<file path="src/rtl/stepper_pkg.sv">
// Shared definitions for the stepper channel: FSM states, coil phase table
// and the phase-index step rule.
package stepper_pkg;

    typedef enum logic {
        IDLE = 1'b0,
        RUN  = 1'b1
    } state_t;

    localparam int IDX_WIDTH  = 3;
    localparam int MIN_PERIOD = 2;

    localparam logic [IDX_WIDTH-1:0] RESET_IDX = 3'd1;

    // Entry n sits at bits [4n+3:4n]; bit order within an entry is AX,AY,BX,BY.
    localparam logic [7:0][3:0] PHASE_TABLE = {
        4'b1001,  // 7
        4'b0001,  // 6
        4'b0101,  // 5
        4'b0100,  // 4
        4'b0110,  // 3
        4'b0010,  // 2
        4'b1010,  // 1
        4'b1000   // 0
    };

    // Full mode from an even index moves by one so the next entry is a
    // two-coil (odd) entry; from there it moves by two.
    function automatic logic [IDX_WIDTH-1:0] step_index(
        input logic [IDX_WIDTH-1:0] idx,
        input logic                 fwd,
        input logic                 half
    );
        logic [IDX_WIDTH-1:0] delta;
        delta = (half || !idx[0]) ? 3'd1 : 3'd2;
        return fwd ? (idx + delta) : (idx - delta);
    endfunction

endpackage

</file>
<file path="src/rtl/step_rate_divider.sv">
// Loadable down-counter; terminal is high while the count sits at zero.
module step_rate_divider #(
    parameter int WIDTH = 16
) (
    input  logic             clk,
    input  logic             reset_n,
    input  logic             load,
    input  logic [WIDTH-1:0] load_value,
    input  logic             enable,
    output logic             terminal
);

    logic [WIDTH-1:0] count;

    // Load has priority over decrement; the count parks at zero.
    always_ff @(posedge clk or negedge reset_n) begin
        if (!reset_n) begin
            count <= '0;
        end else if (load) begin
            count <= load_value;
        end else if (enable && (count != '0)) begin
            count <= count - WIDTH'(1);
        end
    end

    assign terminal = (count == '0);

endmodule

</file>
<file path="src/rtl/step_motor_sequencer.sv">
// One bipolar stepper channel: runs a latched move command, producing
// registered coil phases, a busy flag, a done pulse and a signed position.
module step_motor_sequencer
    import stepper_pkg::*;
#(
    parameter int PERIOD_WIDTH = 16,
    parameter int STEPS_WIDTH  = 16,
    parameter int POS_WIDTH    = 32
) (
    input  logic                        clk,
    input  logic                        reset_n,
    input  logic                        start,
    input  logic                        abort,
    input  logic                        dir,
    input  logic                        half_step,
    input  logic                        hold_en,
    input  logic [PERIOD_WIDTH-1:0]     period,
    input  logic [STEPS_WIDTH-1:0]      steps,
    output logic                        AX,
    output logic                        AY,
    output logic                        BX,
    output logic                        BY,
    output logic                        busy,
    output logic                        done,
    output logic signed [POS_WIDTH-1:0] position
);

    state_t state;
    state_t state_next;

    logic                    dir_q;
    logic                    half_q;
    logic [PERIOD_WIDTH-1:0] period_q;
    logic [PERIOD_WIDTH-1:0] period_eff;
    logic [STEPS_WIDTH-1:0]  remaining;
    logic [IDX_WIDTH-1:0]    idx;
    logic [IDX_WIDTH-1:0]    idx_next;
    logic [3:0]              coils;
    logic [3:0]              coils_next;

    logic                    accept;
    logic                    take_step;
    logic                    done_set;
    logic                    div_load;
    logic                    div_dec;
    logic [PERIOD_WIDTH-1:0] div_value;
    logic                    div_zero;

    // Abort beats start in IDLE, so a simultaneous pair never launches a move.
    assign accept     = (state == IDLE) && start && !abort;
    assign period_eff = (period < PERIOD_WIDTH'(MIN_PERIOD)) ? PERIOD_WIDTH'(MIN_PERIOD) : period;

    step_rate_divider #(
        .WIDTH(PERIOD_WIDTH)
    ) u_divider (
        .clk       (clk),
        .reset_n   (reset_n),
        .load      (div_load),
        .load_value(div_value),
        .enable    (div_dec),
        .terminal  (div_zero)
    );

    always_ff @(posedge clk or negedge reset_n) begin
        if (!reset_n) begin
            state <= IDLE;
        end else begin
            state <= state_next;
        end
    end

    always_comb begin
        state_next = state;
        case (state)
            IDLE: begin
                if (accept && (steps != '0)) begin
                    state_next = RUN;
                end
            end
            RUN: begin
                if (abort || (div_zero && (remaining == '0))) begin
                    state_next = IDLE;
                end
            end
            default: state_next = IDLE;
        endcase
    end

    // A step due in the same cycle as abort is dropped.
    always_comb begin
        take_step = 1'b0;
        done_set  = 1'b0;
        div_load  = 1'b0;
        div_dec   = 1'b0;
        div_value = '0;
        idx_next  = idx;
        case (state)
            IDLE: begin
                if (accept) begin
                    div_load = 1'b1;
                    done_set = (steps == '0);
                end
            end
            RUN: begin
                if (!abort) begin
                    if (div_zero) begin
                        if (remaining != '0) begin
                            take_step = 1'b1;
                            div_load  = 1'b1;
                            div_value = period_q - PERIOD_WIDTH'(1);
                            idx_next  = step_index(idx, dir_q, half_q);
                        end else begin
                            done_set = 1'b1;
                        end
                    end else begin
                        div_dec = 1'b1;
                    end
                end
            end
            default: ;
        endcase
        coils_next = ((state_next == RUN) || hold_en) ? PHASE_TABLE[idx_next] : 4'b0000;
    end

    always_ff @(posedge clk or negedge reset_n) begin
        if (!reset_n) begin
            dir_q     <= 1'b0;
            half_q    <= 1'b0;
            period_q  <= PERIOD_WIDTH'(MIN_PERIOD);
            remaining <= '0;
            idx       <= RESET_IDX;
            position  <= '0;
            coils     <= 4'b0000;
            done      <= 1'b0;
        end else begin
            done  <= done_set;
            coils <= coils_next;
            idx   <= idx_next;
            if (accept) begin
                dir_q     <= dir;
                half_q    <= half_step;
                period_q  <= period_eff;
                remaining <= steps;
            end
            if (take_step) begin
                remaining <= remaining - STEPS_WIDTH'(1);
                if (dir_q) begin
                    position <= position + POS_WIDTH'(1);
                end else begin
                    position <= position - POS_WIDTH'(1);
                end
            end
        end
    end

    assign busy = (state == RUN);
    assign {AX, AY, BX, BY} = coils;

endmodule

</file>
<file path="config.mk">
export PLATFORM = sky130hd
export DESIGN_NAME = step_motor_sequencer
export DESIGN_NICKNAME = d
export VERILOG_FILES = /design/src/rtl/stepper_pkg.sv /design/src/rtl/step_rate_divider.sv /design/src/rtl/step_motor_sequencer.sv
export SDC_FILE = /design/constraint.sdc
export NUM_CORES = 1
export LEC_CHECK = 0
export BUFFER_PORTS_ARGS = -buffer_cell sky130_fd_sc_hd__buf_2
export CORE_MARGIN = 2
export CORE_UTILIZATION = 35
export DETAILED_ROUTE_END_ITERATION = 16
export PLACE_DENSITY_LB_ADDON = 0.2
export SLEW_MARGIN = 20
export SYNTH_ARGS = -nofsm -noshare
export SYNTH_HDL_FRONTEND = slang
export SYNTH_SLANG_ARGS = --single-unit
</file>
<file path="constraint.sdc">
create_clock -name clk -period 4 [get_ports clk]
set_input_delay 0.6 -clock clk [delete_from_list [all_inputs] [get_ports clk]]
set_output_delay 0.6 -clock clk [all_outputs]
set_load 0.02 [all_outputs]
</file>
## Yosys cells after proc, flatten, opt, wreduce, memory -nomap -nowiden

Memory sizes are Yosys's and may differ from the RTL's.
Cells that the tools add are included.

- Input bits: 39
- Memories kept: 1
- Flip-flop bits (word level): 91
- Bits in read-only memories: 32
- Output and inout port bits: 38

- Bitwise operators: 1
- Mux-type cells: 35
- Add/subtract/negate cells: 7
- Order comparisons: 2
- Reduce and logical (&&, ||, !) cells: 18

Memory list:

| memory | depth | width | rd ports | clocked after Yosys merged registers in | write ports | line | RTL |
|---|---|---|---|---|---|---|---|
| (no name shown) | 8 | 4 | 1 | 0 | 0 | step_motor_sequencer.sv:122 | `coils_next = ((state_next == RUN) \|\| hold_en) ? PHASE_TABLE[idx_next] : 4'b0000;` |

Operators by type and width:

| kind | number |
|---|---|
| 2-to-1 mux 16 bit | 9 |
| zero test 16 bit | 3 |
| nonzero test 16 bit | 3 |
| subtractor 16 x 1 -> 16 bit (second input constant) | 3 |
| adder 32 x 2 -> 32 bit (second input constant) | 1 |
| 2-to-1 mux 32 bit | 1 |
| subtractor 32 x 2 -> 32 bit (second input constant) | 1 |
| less-than comparator 16 x 2 -> 1 bit (second input constant) | 1 |
| 2-to-1 mux 3 bit | 5 |
| 2-to-1 mux 1 bit | 14 |
| 2-to-1 mux 4 bit | 2 |
| one-hot mux 1 bit (2 select lines) | 3 |
| logical AND 1 bit | 5 |
| less-than comparator 3 x 4 -> 1 bit (second input constant) | 1 |
| nonzero test 2 bit | 2 |
| adder 3 x 2 -> 3 bit | 1 |
| logical OR 1 bit | 3 |
| subtractor 3 x 2 -> 3 bit | 1 |
| zero test 1 bit | 2 |
| 2-to-1 mux 2 bit | 1 |
| inverter 1 bit | 1 |

## Longest topological paths before layout

- Depth in word-level cells: 12
- Depth in mapped cells: 12
- Mapped depth without buffers: 10

## Modules after synthesis

Synthesis repeated with hierarchy kept, for this count alone.

- Cells, all modules: 766
- Area total of the unflattened synthesis: 6,318.6 µm²

Modules (own cells, without submodules):

| module | cells each | sequential area each (µm²) | times used | area each (µm²) |
|---|---|---|---|---|
| step_motor_sequencer | 642 | 1,879.3 | 1 | 5,263.8 |
| step_rate_divider | 124 | 400.4 | 1 | 1,054.8 |

## Worst setup path before layout

Ideal clock, no wire load.

- Kind: register to register
- From: reg dir_q
- To: reg position[28]
- Stages on the path, launching flop included: 11
- Buffers on the path: 0
- Library setup time: 0.139 ns
- Required time: 3.861 ns
- Setup slack: 0.568 ns
- Data arrival time: 3.293 ns
- Cells stage by stage: dfrtp_1 inv_1 ha_1 and3_1 a31o_2 a2111oi_0 nor3_1 o311ai_0 a21oi_1 mux2i_1 o311ai_1

- Word-level cells in the longest chain between the ends: 1

Ends and longest elaborated chain:

| element | line | RTL |
|---|---|---|
| start: declaration | step_motor_sequencer.sv:31 | `logic dir_q;` |
| start signal: assignment | step_motor_sequencer.sv:140 | `dir_q <= dir;` |
| 2-to-1 mux 32 bit | step_motor_sequencer.sv:147 | `if (dir_q) begin` |
| end signal: assignment | step_motor_sequencer.sv:148 | `position <= position + POS_WIDTH'(1);` |
| end signal: assignment | step_motor_sequencer.sv:150 | `position <= position - POS_WIDTH'(1);` |
| end: declaration | step_motor_sequencer.sv:25 | `output logic signed [POS_WIDTH-1:0] position` |

No other way between the ends.
A chain may end at the register's enable or synchronous reset.

## Worst setup path in the final report

Same ends and word-level chain as after synthesis.

==> flow_summary.toml <==
[status]
status = "completed"

[min_path]
hp-class = "in2async"

[setup_path]
r2r_slack_ps = 470
crit_fanout = 16
r2r_end = "position[28]"
worstPathRequired_ps = 4210
r2r_cells = 11
end_kind = "flop"
start_kind = "flop"
regToRegStartpoint = "dir_q"
crit_type = "reg2reg"
worst_ep_arrival_time_ps = 3740

[clocking]
postCtsSetupBuffers = 0
cts-resized-gates = 0
cts_hold_buf = 0
cts_sinks = 91
cts_tree = "built"
htree_levels = 3
cts.clk_slew.worst_paths_ps = 70
cts.path.max_buffers = 2
cts_made_buffers = 9
clk_latency_ps = 350
cts_root_buffer = "clkbuf_16"

[sta]
rsz0062_at_grt = "no"
max_slew_margin_pct = 31.4
hold_viol = 0
skew_ps = 10.3
post-route-min-period_ps = 3530
fin_crit_sh_pct = 88.3
setup_slack_ps = 469
tns_ps = 0
final-setup-viol-count = 0
worst_pin_slew_ps = 1020
slew_violations = 0
max_freq_mhz = 283

[floorplan]
core_area_um2 = 17200
start_util_pct = 35.7
die_h_um = 136
die_area_um2 = 18600
io_pins = 77
dieWidth_um = 136
std_cell_rows = 48

[detailed_routing]
drc = 0
vias = 5574
drtIter0Drc = 374
first_pass_iters = 5
vias_per_cell = 5.38
wire_per_inst_um = 15.2
wl_um = 15800
ant_nets = 0

[synthesis]
syn-num-nets = 823
ys_types = 63
synthArstFlopShare_pct = 100
yosysSeqAreaShare_pct = 37.2
ys_warn_count = 0
ys_seq_elements = 91
synth_ff_type = "dfrtp_1"
syn_avg_cell_area_um2 = 8.19
syn_area_um2 = 6130
netlist_instances = 748
synth_enable_flop_cells = 0

[final_layout]
final_common_cell = "nand2_1"
areaGrowthSynthToFinish_pct = 14.4
final_cell_mix = "nand2_1 (123), dfrtp_1 (89), o21ai_0 (79), buf_2 (75), a21oi_1 (61)"
n_antenna_cell = 0
finalInstanceArea_um2 = 7010
num-nets-final = 881
final_layout_size_suffix_gt1_share_pct = 14.3

[placed_design]
placed_cell_area_um2 = 6680
place_hpwl_um = 11600
gp_congestion = 0.861
dp_slack_ps = 339
io_buffer_count = 76

[grt]
antenna_found_initial = 0
use_met1_pct = 24.6
use_met3_pct = 2.72
grt_use_met2_pct = 27.9
track_usage_pct = 17.6
overflow = 0
grt_pass1_vias = 5112
grt_start_max_net_pins = 71
gr-max-usage-layer = "met2"
grt_pass1_wl_um = 25900

[run]
max_cap_viol_count = 0

[power]
ir_drop_v = 0.000247
p_per_area_nw_per_um2 = 703
leakagePower_nw = 3.20
[flip-flops by register name, summed over array words and instances, names as in the netlist]
name,count
u_divider.count,16
half_q,1
remaining,16
busy,1
period_q,16
position,32
idx,3
coils,4
done,1
dir_q,1
[layout make-up]
cell class              count  area, µm²
fillers                  1824      10200
multi-input cells         593       3580
flip-flops and latches     91       2280
repair buffers             84        443
well taps                 225        282
clock buffers              12        256
inverters                  27        101
clock inverters             4       72.6
[worst max-delay path: stages, from the launching register on]
cell       delay, ps
dfrtp_1          380
inv_1            250
buf_4            290
ha_1             300
a21oi_1          190
o21ai_0          180
a2111oi_1        560
nor3_1           170
o311ai_0         620
a21oi_1          170
mux2i_1          170
o311ai_1         120
[worst max path at each step]
stage	startpoint	end	slack, ps	cells after the start
2_1_floorplan	dir_q	position[28]	570	10
3_3_place_gp	dir_q	position[28]	360	11
3_5_place_dp	dir_q	position[28]	340	11
4_1_cts	dir_q	position[28]	320	11
5_1_grt	dir_q	position[28]	130	11
6_report	dir_q	position[28]	470	11
[cell usage after synthesis, types with 8 or more instances]
| cell | number | area share, % |
|---|---|---|
| nand2_1 | 123 | 7.5 |
| dfrtp_1 | 89 | 36 |
| o21ai_0 | 79 | 6.5 |
| a21oi_1 | 61 | 5.0 |
| nor2_1 | 57 | 3.5 |
| ha_1 | 34 | 6.9 |
| inv_1 | 27 | 1.7 |
| xnor2_1 | 25 | 3.6 |
| nor3_1 | 22 | 1.8 |
| nand3_1 | 20 | 1.6 |
| a31oi_1 | 18 | 1.8 |
| clkbuf_1 | 18 | 1.1 |
| nor4_1 | 17 | 1.7 |
| xor2_1 | 15 | 2.1 |
| o21bai_1 | 12 | 1.5 |
| a21o_1 | 11 | 1.3 |
| nand4_1 | 11 | 1.1 |
| and3_1 | 9 | 0.92 |
| buf_2 | 9 | 0.74 |
| o211ai_1 | 8 | 0.98 |
| o311ai_0 | 8 | 1.1 |
[where the power goes]
group	total (mW)	leakage [nW]	switching, mW	internal (mW)
sequential	1.47	1.18	0.269	1.21
combinational	2.50	1.87	1.52	0.986
clock	0.951	0.159	0.370	0.581
total	4.93	3.20	2.16	2.77
[metrics by stage]
stage	total power, mW	util [%]	hold slack [ps]	cells
CTS	4.96	40.8	432	1036
global placement	3.98	38.9	476	1020
finish	4.93	40.8	382	1036
global route	5.34	40.8	461	1036
floorplan	3.34	-	304	748
detailed placement	3.98	38.9	474	1020
[logic make-up (layout without fill, tap and decap cells)]
kind of cell	after synthesis	in the layout	share of synthesized area (%)
AND/OR/NAND/NOR	292	292	22.8
flip-flops	91	91	37.2
XOR/XNOR	40	40	5.72
adder cells (fa/ha/maj)	36	36	7.60
AO/OA/AOI/OAI	223	223	21.7
multiplexers	2	2	0.327
buffers and inverters	64	127	4.57
[routing by layer]
metal,wire [µm],vias to the layer above
met5,0,-
li1,-,2832
met1,7930,2606
met3,635,15
met4,212,0
met2,7020,121
No activity file was read; power rests on OpenSTA's default activity.
